==> src/rtl/logic_seq_pkg.sv <==
// Shared types and field layout for the logic vector sequencer.
package logic_seq_pkg;

  typedef enum logic [1:0] {
    IDLE = 2'd0,
    HOLD = 2'd1,
    DONE = 2'd2
  } state_t;

  localparam int VEC_W     = 5;
  localparam int ENTRY_W   = 6;
  localparam int EXP_Y_BIT = 5;
  localparam int A_BIT     = 4;
  localparam int B_BIT     = 3;
  localparam int C_BIT     = 2;
  localparam int D_BIT     = 1;
  localparam int E_BIT     = 0;

endpackage

==> src/rtl/logic_seq_vec_store.sv <==
// Vector store: NUM_VEC x ENTRY_W registers, one sync write port,
// one async read port, synchronous clear on reset.
module logic_seq_vec_store
  import logic_seq_pkg::*;
#(
  parameter int NUM_VEC = 4,
  parameter int IDX_W   = $clog2(NUM_VEC)
) (
  input  logic               clk,
  input  logic               rst,
  input  logic               i_wr_en,
  input  logic [IDX_W-1:0]   i_wr_addr,
  input  logic [ENTRY_W-1:0] i_wr_data,
  input  logic [IDX_W-1:0]   i_rd_addr,
  output logic [ENTRY_W-1:0] o_rd_data
);

  logic [ENTRY_W-1:0] r_mem [NUM_VEC];

  always_ff @(posedge clk) begin
    if (rst) begin
      for (int unsigned i = 0; i < NUM_VEC; i++) r_mem[i] <= '0;
    end else if (i_wr_en && (int'(i_wr_addr) < NUM_VEC)) begin
      r_mem[i_wr_addr] <= i_wr_data;
    end
  end

  assign o_rd_data = (int'(i_rd_addr) < NUM_VEC) ? r_mem[i_rd_addr] : '0;

endmodule

==> src/rtl/logic_vector_sequencer.sv <==
// Steps a 5-bit stimulus vector through a programmable store, samples Y at the
// end of each dwell and counts mismatches. Optional macro: LOGIC_SEQ_MONITOR_GATE_EN.
module logic_vector_sequencer
  import logic_seq_pkg::*;
#(
  parameter int NUM_VEC = 4,
  parameter int DWELL   = 10,
  parameter int CNT_W   = 8,
  parameter int IDX_W   = $clog2(NUM_VEC)
) (
  input  logic               clk,
  input  logic               rst,
  input  logic               start,
  input  logic               vec_wr_en,
  input  logic [IDX_W-1:0]   vec_wr_addr,
  input  logic [ENTRY_W-1:0] vec_wr_data,
  output logic [VEC_W-1:0]   abcde,
  input  logic               y_in,
`ifdef LOGIC_SEQ_MONITOR_GATE_EN
  input  logic               monitor_en,
`endif
  output logic               busy,
  output logic               done,
  output logic [IDX_W-1:0]   cur_idx,
  output logic               sample_valid,
  output logic               sample_y,
  output logic [CNT_W-1:0]   mismatch_cnt
);

  localparam int DW_W = (DWELL > 1) ? $clog2(DWELL) : 1;
  localparam logic [DW_W-1:0]  DWELL_LAST = DW_W'(DWELL - 1);
  localparam logic [IDX_W-1:0] IDX_LAST   = IDX_W'(NUM_VEC - 1);

  state_t             r_state, w_state_nxt;
  logic [DW_W-1:0]    r_dwell_cnt;
  logic [IDX_W-1:0]   r_cur_idx;
  logic [VEC_W-1:0]   r_abcde;
  logic               r_exp_y;
  logic               r_sample_valid;
  logic               r_sample_y;
  logic [CNT_W-1:0]   r_mismatch_cnt;

  logic               w_wr_en;
  logic [IDX_W-1:0]   w_rd_addr;
  logic [ENTRY_W-1:0] w_rd_data;
  logic [ENTRY_W-1:0] w_entry;
  logic               w_sample;
  logic               w_last;
  logic               w_cmp_en;
  logic               w_mismatch;

`ifdef LOGIC_SEQ_MONITOR_GATE_EN
  assign w_cmp_en = monitor_en;
`else
  assign w_cmp_en = 1'b1;
`endif

  assign w_wr_en = vec_wr_en && (r_state == IDLE);

  // Single read port: entry 0 while idle, the following entry while holding.
  // exp_y of the applied vector is latched alongside it in r_exp_y.
  assign w_rd_addr = (r_state == IDLE) ? '0 : r_cur_idx + 1'b1;

  logic_seq_vec_store #(
    .NUM_VEC (NUM_VEC),
    .IDX_W   (IDX_W)
  ) u_store (
    .clk       (clk),
    .rst       (rst),
    .i_wr_en   (w_wr_en),
    .i_wr_addr (vec_wr_addr),
    .i_wr_data (vec_wr_data),
    .i_rd_addr (w_rd_addr),
    .o_rd_data (w_rd_data)
  );

  // Forward a same-edge write so a start coinciding with it uses the new data.
  assign w_entry    = (w_wr_en && (vec_wr_addr == w_rd_addr)) ? vec_wr_data : w_rd_data;
  assign w_sample   = (r_state == HOLD) && (r_dwell_cnt == '0);
  assign w_last     = (r_cur_idx == IDX_LAST);
  assign w_mismatch = w_sample && w_cmp_en && (y_in != r_exp_y);

  always_ff @(posedge clk) begin
    if (rst) r_state <= IDLE;
    else     r_state <= w_state_nxt;
  end

  always_comb begin
    w_state_nxt = r_state;
    case (r_state)
      IDLE:    if (start) w_state_nxt = HOLD;
      HOLD:    if (w_sample && w_last) w_state_nxt = DONE;
      DONE:    w_state_nxt = IDLE;
      default: w_state_nxt = IDLE;
    endcase
  end

  always_comb begin
    busy = (r_state == HOLD);
    done = (r_state == DONE);
  end

  always_ff @(posedge clk) begin
    if (rst) begin
      r_dwell_cnt    <= '0;
      r_cur_idx      <= '0;
      r_abcde        <= '0;
      r_exp_y        <= 1'b0;
      r_sample_valid <= 1'b0;
      r_sample_y     <= 1'b0;
      r_mismatch_cnt <= '0;
    end else begin
      r_sample_valid <= w_sample;
      case (r_state)
        IDLE: begin
          if (start) begin
            r_abcde        <= w_entry[VEC_W-1:0];
            r_exp_y        <= w_entry[EXP_Y_BIT];
            r_cur_idx      <= '0;
            r_dwell_cnt    <= DWELL_LAST;
            r_mismatch_cnt <= '0;
          end
        end
        HOLD: begin
          if (!w_sample) begin
            r_dwell_cnt <= r_dwell_cnt - 1'b1;
          end else begin
            r_sample_y <= y_in;
            if (w_mismatch && (r_mismatch_cnt != '1))
              r_mismatch_cnt <= r_mismatch_cnt + 1'b1;
            if (!w_last) begin
              r_cur_idx   <= r_cur_idx + 1'b1;
              r_abcde     <= w_entry[VEC_W-1:0];
              r_exp_y     <= w_entry[EXP_Y_BIT];
              r_dwell_cnt <= DWELL_LAST;
            end
          end
        end
        default: ;
      endcase
    end
  end

  assign abcde        = r_abcde;
  assign cur_idx      = r_cur_idx;
  assign sample_valid = r_sample_valid;
  assign sample_y     = r_sample_y;
  assign mismatch_cnt = r_mismatch_cnt;

endmodule

==> config.mk <==
export PLATFORM = sky130hd
export DESIGN_NAME = logic_vector_sequencer
export DESIGN_NICKNAME = d
export VERILOG_FILES = /design/src/rtl/logic_seq_pkg.sv /design/src/rtl/logic_seq_vec_store.sv /design/src/rtl/logic_vector_sequencer.sv
export SDC_FILE = /design/constraint.sdc
export NUM_CORES = 1
export LEC_CHECK = 0
export CORE_UTILIZATION = 45
export DETAILED_ROUTE_END_ITERATION = 7
export PLACE_DENSITY = 0.64
export SYNTH_ARGS = -nofsm -noshare
export SYNTH_HDL_FRONTEND = slang
export SYNTH_HIERARCHICAL = 1
export SYNTH_SLANG_ARGS = --single-unit
==> constraint.sdc <==
create_clock -name clk -period 3.5 [get_ports clk]
set_input_delay 1.05 -clock clk [delete_from_list [all_inputs] [get_ports clk]]
set_output_delay 1.05 -clock clk [all_outputs]
set_load 0.1 [all_outputs]
After elaboration in Yosys (flattened, before gate mapping)
Memory sizes are Yosys's and may differ from the RTL's. Index checks and enable logic that the tools add are counted.

Word-level logic and storage cells: 72. Bits in registers: 24. Output and inout bits: 19. Memories: 1. Bits of input ports: 13. Memory bits (writable): 24.

Reductions and logical operators: 15. Add/sub/neg operators: 3. Equality and inequality tests: 12. Mux-type cells: 33.

Memories: u_store.r_mem (words 4, width 6, read ports 1, clocked after memory_dff 0, wr ports 4, RTL line logic_seq_vec_store.sv:18) `logic [ENTRY_W-1:0] r_mem [NUM_VEC];`.

Operators with widths (number): $mux W8 (3); $pmux W8 S2 (1); $mux W5 (3); $mux W2 (7); $mux W4 (3); $mux W6 (2); $pmux W5 S2 (1); $mux W1 (9); $add A8 B1 Y8 const B (1); $ne A8 B8 Y1 const B (1); $pmux W2 S2 (2); $pmux W4 S2 (1); $reduce_and A4 Y1 (2); $logic_and A1 B1 Y1 (6); $ne A2 B1 Y1 const B (3); $reduce_or A6 Y1 (1); $eq A2 B2 Y1 const B (2); $logic_not A4 Y1 (1); $ne A2 B2 Y1 const B (2); $reduce_and A2 Y1 (2); $sub A4 B1 Y4 const B (1); $ne A3 B3 Y1 const B (1); $reduce_and A3 Y1 (1); $add A2 B1 Y2 const B (1); other kinds (6) (6).

Depth between registers and ports, before layout
Gate-level depths: netlist of the first run.

Depth in word-level cells: 8. Depth in mapped cells: 7. Mapped depth without buffers: 6.

Modules after synthesis
The synthesis of the first run kept the hierarchy.

By module, submodules not included: logic_vector_sequencer (cells each 138, times used 1, sequential area each 480.5 µm², area each 1270.0 µm²); logic_seq_vec_store (cells each 66, times used 1, sequential area each 720.7 µm², area each 1123.6 µm²).

Least setup slack after synthesis of the first run
Ideal clock, no wire load.

Kind: register -> output. From: reg r_state[1]. To: out busy. Slack: 0.737 ns. Arrival time: 1.713 ns. Data required time: 2.450 ns. Path buffers: 2. Cell stages (with the launch flop): 5. Cells stage by stage: dfxtp_1 nand2b_1 buf_2 inv_1 clkbuf_1.

Word-level cells in the longest chain between the ends: 1.

RTL lines: from (decl) (RTL line logic_vector_sequencer.sv:34) `state_t r_state, w_state_nxt;`; from (signal assigned) (RTL line logic_vector_sequencer.sv:85) `else r_state <= w_state_nxt;`; $eq A2 B1 Y1 (RTL line logic_vector_sequencer.sv:99) `busy = (r_state == HOLD);`; to (decl) (RTL line logic_vector_sequencer.sv:22) `output logic busy,`.

No other way between the ends.

Final worst setup path of the first run
From: reg r_state[0]. To: out busy.

The elaborated chain is that of the path after synthesis.

==> impl_metrics.yaml, run 1 <==
status:
  outcome: "finished, final reports clean"
pwr:
  p_leak_nw: 1.08
  ir_drop_v: 0.000212
  p_per_area_nw_per_um2: 463
finish:
  antennaDiodeCount: 0
  multi_input_area_sq_um: 1120
  drive_gt1_share_pct: 21.3
  fillers: 454
  ff_latch_area_sq_um: 1200
  fin_nets: 254
  area_growth_pct: 18.3
  finalNonFillerCells: 309
die:
  ios: 32
  die_height_um: 74.9
  start_util_pct: 46.9
  rows: 26
  die-area_sq_um: 5610
  die_x_um: 74.9
  core-area_sq_um: 5110
cts:
  cts.repair.resized: 0
  ctsLongestPathBuffers: 2
  tritoncts: "built"
  cts-root-buf: "clkbuf_8"
  cts-hold-fix-buffers: 0
  cts_inserted_buffers: 5
  cts_max_level: 2
  clock_latency_ns: 0.31
  cts_setup_buffers: 0
  cts.sinks: 48
  clk_pin_slew_ns: 0.09
placement:
  gp_congestion: 0.810
  io_buffers: 31
  placed_cells: 301
  dp_hpwl_um: 3360
setup_path:
  critPathKind: "reg -> out"
  arrival_ns: 1.71
  crit_path_end_kind: "output port"
  worstPathRequired_ns: 2.45
  crit_fanout: 11
  ff2ff_path_depth: 5
  worst_setup_path_start_kind: "flip-flop"
global_route:
  grt_max_degree: 25
  overflow: 0
  antenna_found_initial: 0
  grt_util_all_layers_pct: 18.4
  grt_pass1_wl_um: 7460
  grt_pass1_vias: 1435
sta:
  fmax_mhz: 362
  tightest_slew_ns: 0.787
  finalHoldViolCount: 0
  period_share_pct: 78.9
  maxSlewViolCount: 0
  finalCriticalPeriod_ns: 2.76
  finClkSkew_ns: 0.00687
  grt_setup_unrepaired: "false"
  setup-violations-final: 0
  slew_headroom_pct: 47.3
  tns_ns: 0
yosys:
  synth_compound_area_share_pct: 13.3
  yosysWarnings: 6
  yosys.area_share.adder_pct: 1.57
  synthXorXnorAreaFrac_pct: 0.366
  yosysUniqueCellTypes: 50
  synth_nets: 220
  syn_area_per_cell_sq_um: 11.7
  async_reset_ff_share_pct: 0
  netlist_top_cells_area: "edfxtp_1 30%, dfxtp_1 20%, and2_1 7.1%"
  yosysSeqAreaShare_pct: 50.2
  synth.most_common_cell: "and2_1"
  synth_top_area_share_pct: 30.1
  syn_area_sq_um: 2390
  synth-simple-area-share_pct: 22.3
  synth_common_cells: "27 x and2_1, 24 x dfxtp_1, 24 x edfxtp_1"
  muxShareOfSynthArea_pct: 9.41
  syn_inst: 204
  synth_top_family_by_area: "simple AND/OR/NAND/NOR gates"
  ys_seq_elements: 48
  ys_dominant_reg_cell: "edfxtp_1"
  synth_edf_count: 24
  yosys.area.top_type: "edfxtp_1"
routing:
  ant_nets: 0
  wl_um: 4750
  drt_iter0_markers: 99
  wire_per_inst_um: 15.4
  drt_first_pass_iters: 4
  drc: 0
  via_per_inst: 5.38
  num_vias: 1662
worst_hold_path:
  min_delay_path_depth: 2
  min_path_type: "reg -> reg"
flow_run:
  maxCapViolations: 0
[power breakdown]
group / internal [mW] / switching (mW) / total [mW]
sequential: 0.622 / 0.0188 / 0.640
combinational: 0.0868 / 0.180 / 0.267
clock: 0.212 / 0.193 / 0.405
total: 0.920 / 0.392 / 1.31
[metrics by stage]
step | hold slack, ns | instance area [sq um] | utilization, % | total power [mW] | setup WS, ns
after floorplan | 0.482 | 2390 | - | 0.855 | 0.737
after global placement | 0.467 | 2720 | 53.3 | 0.920 | 0.719
after detailed placement | 0.475 | 2720 | 53.3 | 0.922 | 0.683
after CTS | 0.488 | 2830 | 55.4 | 1.33 | 0.723
after global routing | 0.513 | 2830 | 55.4 | 1.37 | 0.575
final | 0.484 | 2830 | 55.4 | 1.31 | 0.737
[critical path, cell delays in order (launching register included)]
cell      delay, ns
dfxtp_1        0.48
nand2b_1       0.25
inv_1          0.32
buf_4          0.36
[sequential cells by signal, summed over array words and instances, names as in the netlist]
name and cells:
mismatch_cnt 8, r_dwell_cnt 4, cur_idx 2, abcde 5
r_exp_y 1, r_state 2, sample_y 1, u_store/r_mem 24
sample_valid 1
[logic make-up (layout without fill, tap and decap cells)]
kind of cell | Yosys count | after routing
and+or+nand+nor | 85 | 85
AOI/OAI and AO/OA | 38 | 38
buffers and inverters | 14 | 49
muxes | 15 | 15
xor gates and xnor gates | 1 | 1
DFF | 48 | 48
adders and majority gates | 3 | 3
[cells in the final DEF (no fill, tap or decap), types with 2 or more instances in the layout]
| cell | netlist | final |
|---|---|---|
| nand3_1 | 6 | 6 |
| and4bb_4 | 2 | 2 |
| nor2_1 | 20 | 20 |
| and2_1 | 27 | 27 |
| a21oi_1 | 3 | 3 |
| inv_1 | 8 | 8 |
| mux4_2 | 6 | 6 |
| nor3_1 | 5 | 5 |
| clkbuf_8 | 0 | 5 |
| dfxtp_1 | 24 | 24 |
| a31oi_1 | 2 | 2 |
| nand2b_1 | 3 | 3 |
| buf_4 | 0 | 21 |
| nor2b_1 | 2 | 2 |
| o21ai_0 | 5 | 5 |
| a211oi_2 | 3 | 3 |
| edfxtp_1 | 24 | 24 |
| nand2_1 | 6 | 6 |
| o22ai_1 | 2 | 2 |
| a31o_2 | 2 | 2 |
| ha_1 | 3 | 3 |
| nor3b_4 | 2 | 2 |
| clkdlybuf4s50_1 | 0 | 12 |
| or3_1 | 2 | 2 |
| o211ai_1 | 2 | 2 |
| a211oi_1 | 7 | 7 |
| mux2i_1 | 9 | 9 |
[per-layer routing]
metal	vias up	track usage, %	routed length [um]
met1	782	26.1	2300
met2	41	28.2	2170
met4	0	6.29	70
li1	832	-	-
met3	7	3.75	209
met5	-	0	0
[cell type report]
class | count | area share [%]
Multi-Input combinational cell | 142 | 39.7
Sequential cell | 48 | 42.4
Clock inverter | 3 | 1.50
Timing Repair Buffer | 33 | 9.81
Tap cell | 70 | 3.09
Clock buffer | 5 | 2.43
Inverter | 8 | 1.06
[worst paths after layout]
check	from	end	slack [ns]
min reg2reg	sample_y	sample_y	0.48
min	sample_y	sample_y	0.48
max reg2reg	r_state[0]	abcde[4]	1.24
max	r_state[0]	busy	0.74
(Power assumes the default switching activity.)
==> run 2: changes to the inputs <==
--- a/config.mk
+++ b/config.mk
@@ -7,7 +7,7 @@
 export LEC_CHECK = 0
 export CORE_UTILIZATION = 45
 export DETAILED_ROUTE_END_ITERATION = 7
-export PLACE_DENSITY = 0.64
+export PLACE_DENSITY = 0.67
 export SYNTH_ARGS = -nofsm -noshare
 export SYNTH_HDL_FRONTEND = slang
 export SYNTH_HIERARCHICAL = 1
==> constraint.sdc (replaced) <==
create_clock -name clk -period 2.2 [get_ports clk]
set_input_delay 0.66 -clock clk [delete_from_list [all_inputs] [get_ports clk]]
set_output_delay 0.66 -clock clk [all_outputs]
set_load 0.1 [all_outputs]
==> impl_metrics.yaml, run 2 (synthesis gave the netlist of run 1 again) <==
status:
  outcome: "finished, final reports clean"
finish:
  drive_gt1_share_pct: 29.3
  top_register: "u_store/r_mem"
  fin_nets: 271
  final_common_cell: "buf_4"
  antennaDiodeCount: 0
  finalNonFillerCells: 326
  largest_register_ffs: 24
  final_util_pct: 60.8
  area_growth_pct: 29.7
  mostFrequentLayoutCells: "31 x buf_4, 27 x and2_1, 24 x edfxtp_1"
sta:
  tightest_slew_ns: 0.454
  finClkSkew_ns: 0.00711
  setup-violations-final: 0
  finalCriticalPeriod_ns: 2.07
  fmax_mhz: 484
  worst_hold_slack_ns: 0.497
  tns_ns: 0
  finalHoldViolCount: 0
  maxSlewViolCount: 0
  worst_slack_ns: 0.132
  grt_setup_unrepaired: "false"
  slew_headroom_pct: 69.6
  period_share_pct: 94.0
placement:
  dp_slack_ns: -0.136
  dp_hpwl_um: 3690
  placed_cells: 318
  io_buffers: 31
  gp_congestion: 0.751
pwr:
  ir_drop_v: 0.000452
  p_leak_nw: 1.20
  p_per_area_nw_per_um2: 759
routing:
  drc: 0
  via_per_inst: 5.36
  drt_iter0_markers: 126
  drt_first_pass_iters: 4
  wire_per_inst_um: 15.6
  wl_um: 5100
  ant_nets: 0
  num_vias: 1748
global_route:
  antenna_found_initial: 0
  overflow: 0
  grt_max_degree: 16
  grt_pass1_wl_um: 8160
  grt_pass1_vias: 1590
  grt_util_all_layers_pct: 20.1
cts:
  clk_pin_slew_ns: 0.09
  tritoncts: "built"
  cts.sinks: 48
  ctsLongestPathBuffers: 2
  cts_inserted_buffers: 5
  cts_setup_buffers: 0
  cts-root-buf: "clkbuf_8"
  clock_latency_ns: 0.30
  cts_max_level: 2
die:
  rows: 26
  start_util_pct: 46.9
  die_x_um: 74.9
  ios: 32
  die_height_um: 74.9
  die-area_sq_um: 5610
  core-area_sq_um: 5110
setup_path:
  critPathKind: "reg -> out"
  reg2reg_to: "mismatch_cnt[5]"
  crit_fanout: 11
  crit_path_end_kind: "output port"
  worst_setup_path_start_kind: "flip-flop"
  worstReg2RegStart: "r_dwell_cnt[0]"
  ff2ff_path_depth: 6
  worstPathRequired_ns: 1.54
  reg2reg_setup_slack_ns: 0.37
  arrival_ns: 1.41
worst_hold_path:
  min_delay_path_depth: 2
  whs_endpoint: "sample_y"
  min_path_type: "reg -> reg"
  hp-start: "sample_y"
flow_run:
  maxCapViolations: 0
-- run 2: changes by cell type in the layout (fill, tap and decap cells not counted), sizes merged --
cell    delta
buf       +17
bufinv     +2
inv        -1
clkinv     -1
-- run 2: area by class of cell --
type,count,area [sq um]
repair buffers,50,493
multi-input cells,142,1120
clock inverters,3,90.1
flip-flops and latches,48,1210
fillers,426,2000
clock buffers,5,68.8
inverters,8,33.8
well taps,70,87.6
-- run 2: stage by stage --
stage / area, sq um / total power [mW]
floorplan: 2400 / 1.36
global placement: 2940 / 1.50
detailed placement: 2940 / 1.51
CTS: 3100 / 2.38
global route: 3110 / 2.45
finish: 3110 / 2.36
-- run 2: routing by layer --
| layer | vias up | track usage (%) | share of wire [%] |
|---|---|---|---|
| li1 | 867 | - | - |
| met1 | 838 | 29.8 | 49 |
| met2 | 37 | 29.5 | 46 |
| met3 | 6 | 4.02 | 4.0 |
| met4 | 0 | 6.50 | 1.5 |
| met5 | - | 0 | 0 |
-- run 2: worst max-delay path by stage --
stage                    startpoint  depth (start not counted)  slack, ns         endpoint
floorplan           mismatch_cnt[3]                          4       0.03  mismatch_cnt[5]
global placement               y_in                          5      -0.08  mismatch_cnt[5]
detailed placement             y_in                          5      -0.14  mismatch_cnt[5]
CTS                      r_state[0]                          3       0.09             busy
global route             r_state[1]                          3       0.06             busy
finish                   r_state[1]                          3       0.13             busy
-- run 2: repair_timing --
item / in CTS / in global routing
gates resized for setup: 0 / 2
hold endpoints to repair: 0 / 0
hold buffers: 0 / 0
endpoints found under the setup margin: 0 / 1
-- run 2: where the power goes --
| part | total (mW) | switching [mW] | internal, mW |
|---|---|---|---|
| clock | 0.871 | 0.303 | 0.568 |
| combinational | 0.466 | 0.296 | 0.170 |
| sequential | 1.02 | 0.0323 | 0.990 |
-- run 2: worst max-delay path: stages (launching register included) --
cell and delay (ns):
dfxtp_2 0.41, nand2b_1 0.19, clkinvlp_4 0.25, buf_12 0.25
==> run 3: changes to the inputs <==
--- a/config.mk
+++ b/config.mk
@@ -6,6 +6,7 @@
 export NUM_CORES = 1
 export LEC_CHECK = 0
 export CORE_UTILIZATION = 45
+export CTS_CLUSTER_SIZE = 20
 export DETAILED_ROUTE_END_ITERATION = 7
 export PLACE_DENSITY = 0.67
 export SYNTH_ARGS = -nofsm -noshare
==> results of run 3 <==
No change in the layout: final DEF, timing and power equal those of run 2.
